===== src/rtl/rv_dmem_arb.sv =====
// Data-memory port arbiter: the core LSU has fixed priority over a valid/ready debug requester.
// Define RV_DMEM_ARB_STARVE_EN to build the starvation counter that forces a debug grant.
module rv_dmem_arb #(
  parameter int MEM_SIZE_BYTES = 64,
  parameter int STARVE_LIMIT   = 8
) (
  input  logic        clk,
  input  logic        rst,
  input  logic [31:0] core_addr_Q103H,
  input  logic [31:0] core_wr_data_Q103H,
  input  logic        core_wr_en_Q103H,
  input  logic        core_rd_en_Q103H,
  input  logic [3:0]  core_byte_en_Q103H,
  input  logic        core_is_signed_Q103H,
  output logic        core_stall_Q103H,
  output logic [31:0] core_rd_data_Q104H,
  input  logic        dbg_req_valid,
  output logic        dbg_req_ready,
  input  logic [31:0] dbg_req_addr,
  input  logic        dbg_req_wr,
  input  logic [31:0] dbg_req_wr_data,
  input  logic [3:0]  dbg_req_byte_en,
  output logic        dbg_rsp_valid,
  output logic [31:0] dbg_rsp_rd_data,
  output logic        dbg_rsp_err,
  output logic [31:0] mem_addr_Q103H,
  output logic [31:0] mem_wr_data_Q103H,
  output logic        mem_wr_en_Q103H,
  output logic        mem_is_signed_Q103H,
  output logic [3:0]  mem_byte_en_Q103H,
  input  logic [31:0] mem_rd_data_Q104H
);
  typedef enum logic [1:0] {TAG_NONE, TAG_CORE, TAG_DBG, TAG_DBG_ERR} tag_e;

  logic w_core_req, w_force, w_core_gnt, w_dbg_gnt, w_dbg_oor;
  tag_e r_tag;
  logic r_dbg_wr;

  assign w_core_req = core_rd_en_Q103H | core_wr_en_Q103H;

`ifdef RV_DMEM_ARB_STARVE_EN
  localparam int CW = $clog2(STARVE_LIMIT + 1);
  logic [CW-1:0] r_starve_cnt;

  // Counter only reaches the limit while debug is still waiting, so the force cycle clears it.
  assign w_force          = dbg_req_valid & (r_starve_cnt == CW'(STARVE_LIMIT));
  assign core_stall_Q103H = w_force;

  always_ff @(posedge clk or posedge rst) begin
    if (rst)                              r_starve_cnt <= '0;
    else if (!dbg_req_valid || w_dbg_gnt) r_starve_cnt <= '0;
    else                                  r_starve_cnt <= r_starve_cnt + 1'b1;
  end
`else
  logic w_unused_cfg;
  assign w_unused_cfg     = ^STARVE_LIMIT;
  assign w_force          = 1'b0;
  assign core_stall_Q103H = 1'b0;
`endif

  // Grants are masked during reset so every output reads as idle while rst is high.
  assign w_core_gnt    = ~rst & w_core_req & ~w_force;
  assign w_dbg_gnt     = ~rst & dbg_req_valid & ~w_core_gnt;
  assign dbg_req_ready = w_dbg_gnt;
  assign w_dbg_oor     = dbg_req_addr >= 32'(MEM_SIZE_BYTES);

  always_comb begin
    mem_addr_Q103H      = '0;
    mem_wr_data_Q103H   = '0;
    mem_wr_en_Q103H     = 1'b0;
    mem_is_signed_Q103H = 1'b0;
    mem_byte_en_Q103H   = '0;
    if (w_core_gnt) begin
      mem_addr_Q103H      = core_addr_Q103H;
      mem_wr_data_Q103H   = core_wr_data_Q103H;
      mem_wr_en_Q103H     = core_wr_en_Q103H;
      mem_is_signed_Q103H = core_is_signed_Q103H;
      mem_byte_en_Q103H   = core_byte_en_Q103H;
    end else if (w_dbg_gnt) begin
      mem_addr_Q103H    = dbg_req_addr;
      mem_wr_data_Q103H = dbg_req_wr_data;
      mem_wr_en_Q103H   = dbg_req_wr & ~w_dbg_oor;
      mem_byte_en_Q103H = dbg_req_byte_en;
    end
  end

  always_ff @(posedge clk or posedge rst) begin
    if (rst) begin
      r_tag    <= TAG_NONE;
      r_dbg_wr <= 1'b0;
    end else begin
      r_dbg_wr <= dbg_req_wr;
      if (w_core_gnt)     r_tag <= TAG_CORE;
      else if (w_dbg_gnt) r_tag <= w_dbg_oor ? TAG_DBG_ERR : TAG_DBG;
      else                r_tag <= TAG_NONE;
    end
  end

  assign core_rd_data_Q104H = (r_tag == TAG_CORE) ? mem_rd_data_Q104H : 32'd0;
  assign dbg_rsp_valid      = (r_tag == TAG_DBG) | (r_tag == TAG_DBG_ERR);
  assign dbg_rsp_err        = (r_tag == TAG_DBG_ERR);
  assign dbg_rsp_rd_data    = (r_tag == TAG_DBG && !r_dbg_wr) ? mem_rd_data_Q104H : 32'd0;
endmodule


===== config.mk =====
export PLATFORM = sky130hd
export DESIGN_NAME = rv_dmem_arb
export DESIGN_NICKNAME = d
export VERILOG_FILES = /design/src/rtl/rv_dmem_arb.sv
export SDC_FILE = /design/constraint.sdc
export NUM_CORES = 1
export LEC_CHECK = 0
export ABC_AREA = 1
export CAP_MARGIN = 20
export CORE_AREA = 3 3 121 123
export DETAILED_ROUTE_END_ITERATION = 7
export DIE_AREA = 0 0 124 126
export MAX_ROUTING_LAYER = met4
export PLACE_DENSITY = 0.64
export SLEW_MARGIN = 20
export SYNTH_ARGS = -nofsm -noshare
export SYNTH_HDL_FRONTEND = slang
export SYNTH_SLANG_ARGS = --single-unit

===== constraint.sdc =====
create_clock -name clk -period 5 [get_ports clk]
set_input_delay 1.5 -clock clk [delete_from_list [all_inputs] [get_ports clk]]
set_output_delay 1.5 -clock clk [all_outputs]
set_load 0.05 [all_outputs]

==> results.ini, run 1 <==
[placed_design]
io_buffers = 311
dp_hpwl_mm = 9.700
dp.cells = 842
dp_worst_setup_slack_ps = 289.4
gp_congestion = 0.7704

[cts]
ctsHoldBuffers = 0
path_clk_slew_ps = 30
clockRootBuffer = clkbuf_16
cts_resized = 0
cts_buffers = 3
htree_levels = 1
cts_setup_buffers = 0
cts_tree = yes
numClockSinks = 3
cts_buffer_depth = 2

[hold_path]
hp-class = primary input to async pin

[finish]
antenna_cells = 0
nFillCells = 1415
drive_above_1_share = 0.1396
fin_cells = 846
final_cell_mix = 239 x clkdlybuf4s50_1, 116 x inv_1, 73 x nand2_1
final_nets = 842
area_growth_pct = 245.2
utilization = 0.4136
layout_commonest_cell = clkdlybuf4s50_1

[sta]
slew_violations = 0
hold_viol = 0
fmax_mhz = 217.2
worst_slack_ps = 395.3
min_period_over_period = 0.9209
relSlewSlack = 0.6364
rsz0062_at_grt = false
setup_tns_ps = 0
layout_min_cycle_time_ps = 4605
finalSetupViolCount = 0
worst_pin_slew_ps = 543.7
hold_slack_ps = 1530

[routing]
first_iter_violations = 74
vias = 3189
final_antenna_net_count = 0
routed_wl_mm = 11.04
wl_per_cell_um = 13.05
first_pass_iters = 4
drt-vias-per-instance = 3.770
post-route-drc-count = 0

[yosys]
synth_cells = 369
syn_nets = 544
synth.area.mux_share = 0
synth_compound_area_frac = 0.2183
synth_top_family_by_area = simple AND/OR/NAND/NOR gates
synth_seq_cells = 3
yosys.area_share.simple = 0.3829
synth-xor-area-share = 0
yosysUniqueCellTypes = 20
yosysSeqAreaShare = 0.04549
syn-cell-area_um2 = 1650
ys_warn_count = 0
synth_fa_ha_area_frac = 0
avgSynthCellArea_um2 = 4.472

[setup_path]
cp-start-kind = primary input
cp_data_required_time_ps = 3500
worst-setup-path-type = primary input to primary output
crit_fanout = 70
cp-end-kind = primary output
cp.arrival_ps = 3100

[global_routing]
grt_first_pass_wirelength_mm = 15.68
grt_max_degree = 71
overflow = 0
grt_pass1_vias = 3031
grt_usage = 0.1336
antenna_found_initial = 0

[power]
leakagePower_nw = 2.597
ir_worst_vdd_mv = 0.07867
power_density_nw_per_um2 = 136.0

[floorplan]
die_y_um = 126
die_x_um = 124
fp.coreArea_um2 = 13770
num_rows = 43
initial_utilization = 0.1198
dieArea_um2 = 15620
num_io_pins = 313

[flow_run]
cap_violations = 0

[run_status]
status = finished clean

==> layer usage <==
metal	share of wire	vias up	GRT usage
met1	0.35	1331	0.1372
met5	0	-	-
li1	-	1646	-
met4	0.0063	0	0.01804
met2	0.53	206	0.2507
met3	0.12	6	0.04311
==> how the worst max path moves through the flow <==
stage	from	end	slack [ps]
after floorplan	rst	mem_addr_Q103H[0]	400
after global placement	rst	mem_wr_data_Q103H[3]	350
after detailed placement	rst	mem_wr_data_Q103H[3]	290
after CTS	rst	mem_wr_data_Q103H[3]	290
after global routing	rst	mem_wr_data_Q103H[11]	260
final	rst	mem_wr_data_Q103H[3]	400
==> state kept, by name, summed over array words and instances, names as in the netlist <==
register and count:
r_dbg_wr 1, r_tag 2
==> Yosys cell counts <==
| cell type | number | area, µm² |
|---|---|---|
| and2_1 | 1 | 6.260 |
| buf_2 | 7 | 35.03 |
| buf_4 | 2 | 15.01 |
| buf_6 | 5 | 56.30 |
| clkbuf_1 | 9 | 33.78 |
| conb_1 | 1 | 3.750 |
| dfrtp_1 | 3 | 75.07 |
| inv_1 | 116 | 435.4 |
| inv_2 | 1 | 3.750 |
| nand2_1 | 73 | 274.0 |
| nand3_1 | 1 | 5.000 |
| nand3_2 | 1 | 10.01 |
| nand3b_1 | 1 | 7.510 |
| nor2_1 | 68 | 255.2 |
| nor2_2 | 9 | 56.30 |
| nor2_4 | 1 | 11.26 |
| o21ai_0 | 56 | 280.3 |
| o21ai_1 | 1 | 5.000 |
| o22ai_1 | 12 | 75.07 |
| or3_1 | 1 | 6.260 |
==> per-stage QoR <==
stage	power [mW]	cell area, µm²
finish	0.7749	5697
global route	0.8103	5697
CTS	0.7841	5697
detailed placement	0.6559	5618
global placement	0.6528	5618
floorplan	0.2956	1650
==> logic make-up (layout without fill, tap and decap cells) <==
family / Yosys count / in the layout
AO/OA/AOI/OAI: 69 / 69
AND/OR/NAND/NOR: 156 / 156
flip-flops: 3 / 3
buffers and inverters: 140 / 437
other: 1 / 1
==> cell type report <==
| cell class | instances | area, µm² | share of cell area |
|---|---|---|---|
| inverter | 117 | 439.2 | 0.07709 |
| clock buffer | 4 | 78.83 | 0.01384 |
| multi-input combinational | 226 | 1007 | 0.1768 |
| tap | 180 | 225.2 | 0.03953 |
| sequential | 3 | 75.07 | 0.01318 |
| timing repair buffer | 316 | 3871 | 0.6796 |
==> power by group <==
| group | switching (mW) | internal [mW] | total, mW |
|---|---|---|---|
| sequential | 0.000614 | 0.0257 | 0.0263 |
| clock | 0.0199 | 0.105 | 0.125 |
| combinational | 0.320 | 0.304 | 0.624 |
==> worst max-delay path, cell delays in order <==
cell	delay (ps)
clkdlybuf4s50_1	410
inv_1	210
o21ai_4	100
buf_12	200
o21ai_0	450
buf_12	200
Note: power is estimated with default switching activity, not from simulation.
==> run 2: changes to the inputs <==
--- a/config.mk
+++ b/config.mk
@@ -11,7 +11,7 @@
 export DETAILED_ROUTE_END_ITERATION = 7
 export DIE_AREA = 0 0 124 126
 export MAX_ROUTING_LAYER = met4
-export PLACE_DENSITY = 0.64
+export PLACE_DENSITY_LB_ADDON = 0.2
 export SLEW_MARGIN = 20
 export SYNTH_ARGS = -nofsm -noshare
 export SYNTH_HDL_FRONTEND = slang
==> results.ini, run 2 (same netlist as run 1, synthesis figures left out) <==
[setup_path]
crit_slowest_cell = clkdlybuf4s50_1  ; was o21ai_0
cp-start-kind = primary input  ; unchanged
crit_fanout = 34  ; was 70
cp-startpoint = rst  ; unchanged
cp.arrival_ps = 3140  ; was 3100 ps
cp-end-kind = primary output  ; unchanged
crit_path_cell_trace = clkdlybuf4s50_1 > inv_1 > nand3_2 > inv_2 > buf_4 > nand2_1 > o21ai_0 > buf_12  ; was clkdlybuf4s50_1 > inv_1 > o21ai_4 > buf_12 > o21ai_0 > buf_12
worst-setup-path-type = primary input to primary output  ; unchanged
critical_path.max_stage_delay_ps = 390  ; was 450 ps
cp_data_required_time_ps = 3500  ; about the same

[finish]
largest_reg_flops = 2  ; unchanged
reg_top3 = r_tag (2), r_dbg_wr (1)  ; unchanged
antenna_cells = 0  ; unchanged
final_nets = 844  ; was 842
drive_above_1_share = 0.1407  ; was 0.1396
design_area_um2 = 5552  ; was 5697 µm²
nFillCells = 1435  ; was 1415
layout_commonest_cell = clkdlybuf4s50_1  ; unchanged
final_cell_mix = 240 x clkdlybuf4s50_1, 116 x inv_1, 73 x nand2_1  ; was 239 x clkdlybuf4s50_1, 116 x inv_1, 73 x nand2_1
largest-register = r_tag  ; unchanged
area_growth_pct = 236.4  ; was 245.2%
fin_cells = 848  ; was 846

[sta]
slew_violations = 0  ; unchanged
hold_slack_ps = 1513  ; was 1530 ps
rsz0062_at_grt = false  ; unchanged
setup_tns_ps = 0  ; unchanged
layout_min_cycle_time_ps = 4636  ; was 4605 ps
relSlewSlack = 0.3009  ; was 0.6364
hold_viol = 0  ; unchanged
finalSetupViolCount = 0  ; unchanged
min_period_over_period = 0.9271  ; was 0.9209
fmax_mhz = 215.7  ; was 217.2 MHz
worst_pin_slew_ps = 1046  ; was 543.7 ps

[flow_run]
cap_violations = 0  ; unchanged

[floorplan]
dieArea_um2 = 15620  ; unchanged
die_x_um = 124  ; unchanged
initial_utilization = 0.1198  ; unchanged
die_y_um = 126  ; unchanged
num_rows = 43  ; unchanged
fp.coreArea_um2 = 13770  ; unchanged
num_io_pins = 313  ; unchanged

[routing]
wl_per_cell_um = 12.82  ; was 13.05 µm
first_pass_iters = 4  ; unchanged
first_iter_violations = 53  ; was 74
final_antenna_net_count = 0  ; unchanged
routed_wl_mm = 10.87  ; was 11.04 mm
drt-vias-per-instance = 3.782  ; was 3.770
vias = 3207  ; was 3189
post-route-drc-count = 0  ; unchanged

[global_routing]
overflow = 0  ; unchanged
grt_max_degree = 41  ; was 71
grt_pass1_vias = 3043  ; was 3031
antenna_found_initial = 0  ; unchanged
grt_usage = 0.1260  ; was 0.1336
grt_first_pass_wirelength_mm = 15.08  ; was 15.68 mm

[power]
leakagePower_nw = 2.558  ; was 2.597 nW
ir_worst_vdd_mv = 0.09247  ; was 0.07867 mV
power_density_nw_per_um2 = 136.1  ; was 136.0 nW/µm²
p_total_mw = 0.7558  ; was 0.7749 mW

[placed_design]
gp_congestion = 0.8108  ; was 0.7704
dp_hpwl_mm = 9.670  ; was 9.700 mm
io_buffers = 311  ; unchanged
place_area_um2 = 5473  ; was 5618 µm²
dp.cells = 844  ; was 842

[cts]
cts_buffer_depth = 2  ; unchanged
ctsHoldBuffers = 0  ; unchanged
clockRootBuffer = clkbuf_16  ; unchanged
cts_resized = 0  ; unchanged
cts_setup_buffers = 0  ; unchanged
cts_buffers = 3  ; unchanged
numClockSinks = 3  ; unchanged
path_clk_slew_ps = 30  ; about the same
cts_tree = yes  ; unchanged
htree_levels = 1  ; unchanged

[hold_path]
hp-class = primary input to async pin  ; unchanged

[run_status]
status = finished clean  ; unchanged

==> run 2: cell count changes in the layout (fill, tap and decap cells not counted) <==
cell / delta
buf_4: +14
clkdlybuf4s50_1: +1
buf_12: -13
==> run 2: where the power goes <==
part           internal [mW]  switching [mW]
Clock                  0.105          0.0201
Sequential            0.0257        0.000691
Combinational          0.288           0.316
==> run 2: worst max-delay path, delay by kind of cell <==
| kind | cells | cell delay (ps) |
|---|---|---|
| buffers and inverters | 5 | 1220 |
| AO/OA/AOI/OAI | 1 | 170 |
| AND/OR/NAND/NOR | 2 | 220 |
==> run 2: through the flow <==
stage	util	setup slack (ps)
finish	0.4031	364.4
global route	0.4031	188.3
CTS	0.4031	329.5
detailed placement	0.3973	336.8
global placement	0.3973	376.8
floorplan	-	404.9
==> run 2: cell type report <==
type                    count  area, µm²  area share
multi-input cells         226       1007      0.1814
repair buffers            318       3726      0.6712
flip-flops and latches      3      75.07     0.01352
clock buffers               4      78.83     0.01420
inverters                 117      439.2     0.07911
well taps                 180      225.2     0.04057
==> run 2: layer usage <==
metal,part of all wire,global-route usage
met5,0,-
met4,0.012,0.02320
met3,0.12,0.04041
met2,0.54,0.2472
met1,0.33,0.1176
==> run 2: worst max-delay path by stage <==
| stage | to | slack, ps | cells past startpoint |
|---|---|---|---|
| 2_1_floorplan | mem_addr_Q103H[0] | 400 | 4 |
| 3_3_place_gp | mem_wr_data_Q103H[3] | 380 | 8 |
| 3_5_place_dp | mem_wr_data_Q103H[4] | 340 | 8 |
| 4_1_cts | mem_wr_data_Q103H[6] | 330 | 8 |
| 5_1_grt | mem_wr_data_Q103H[8] | 190 | 8 |
| 6_report | mem_wr_data_Q103H[6] | 360 | 8 |
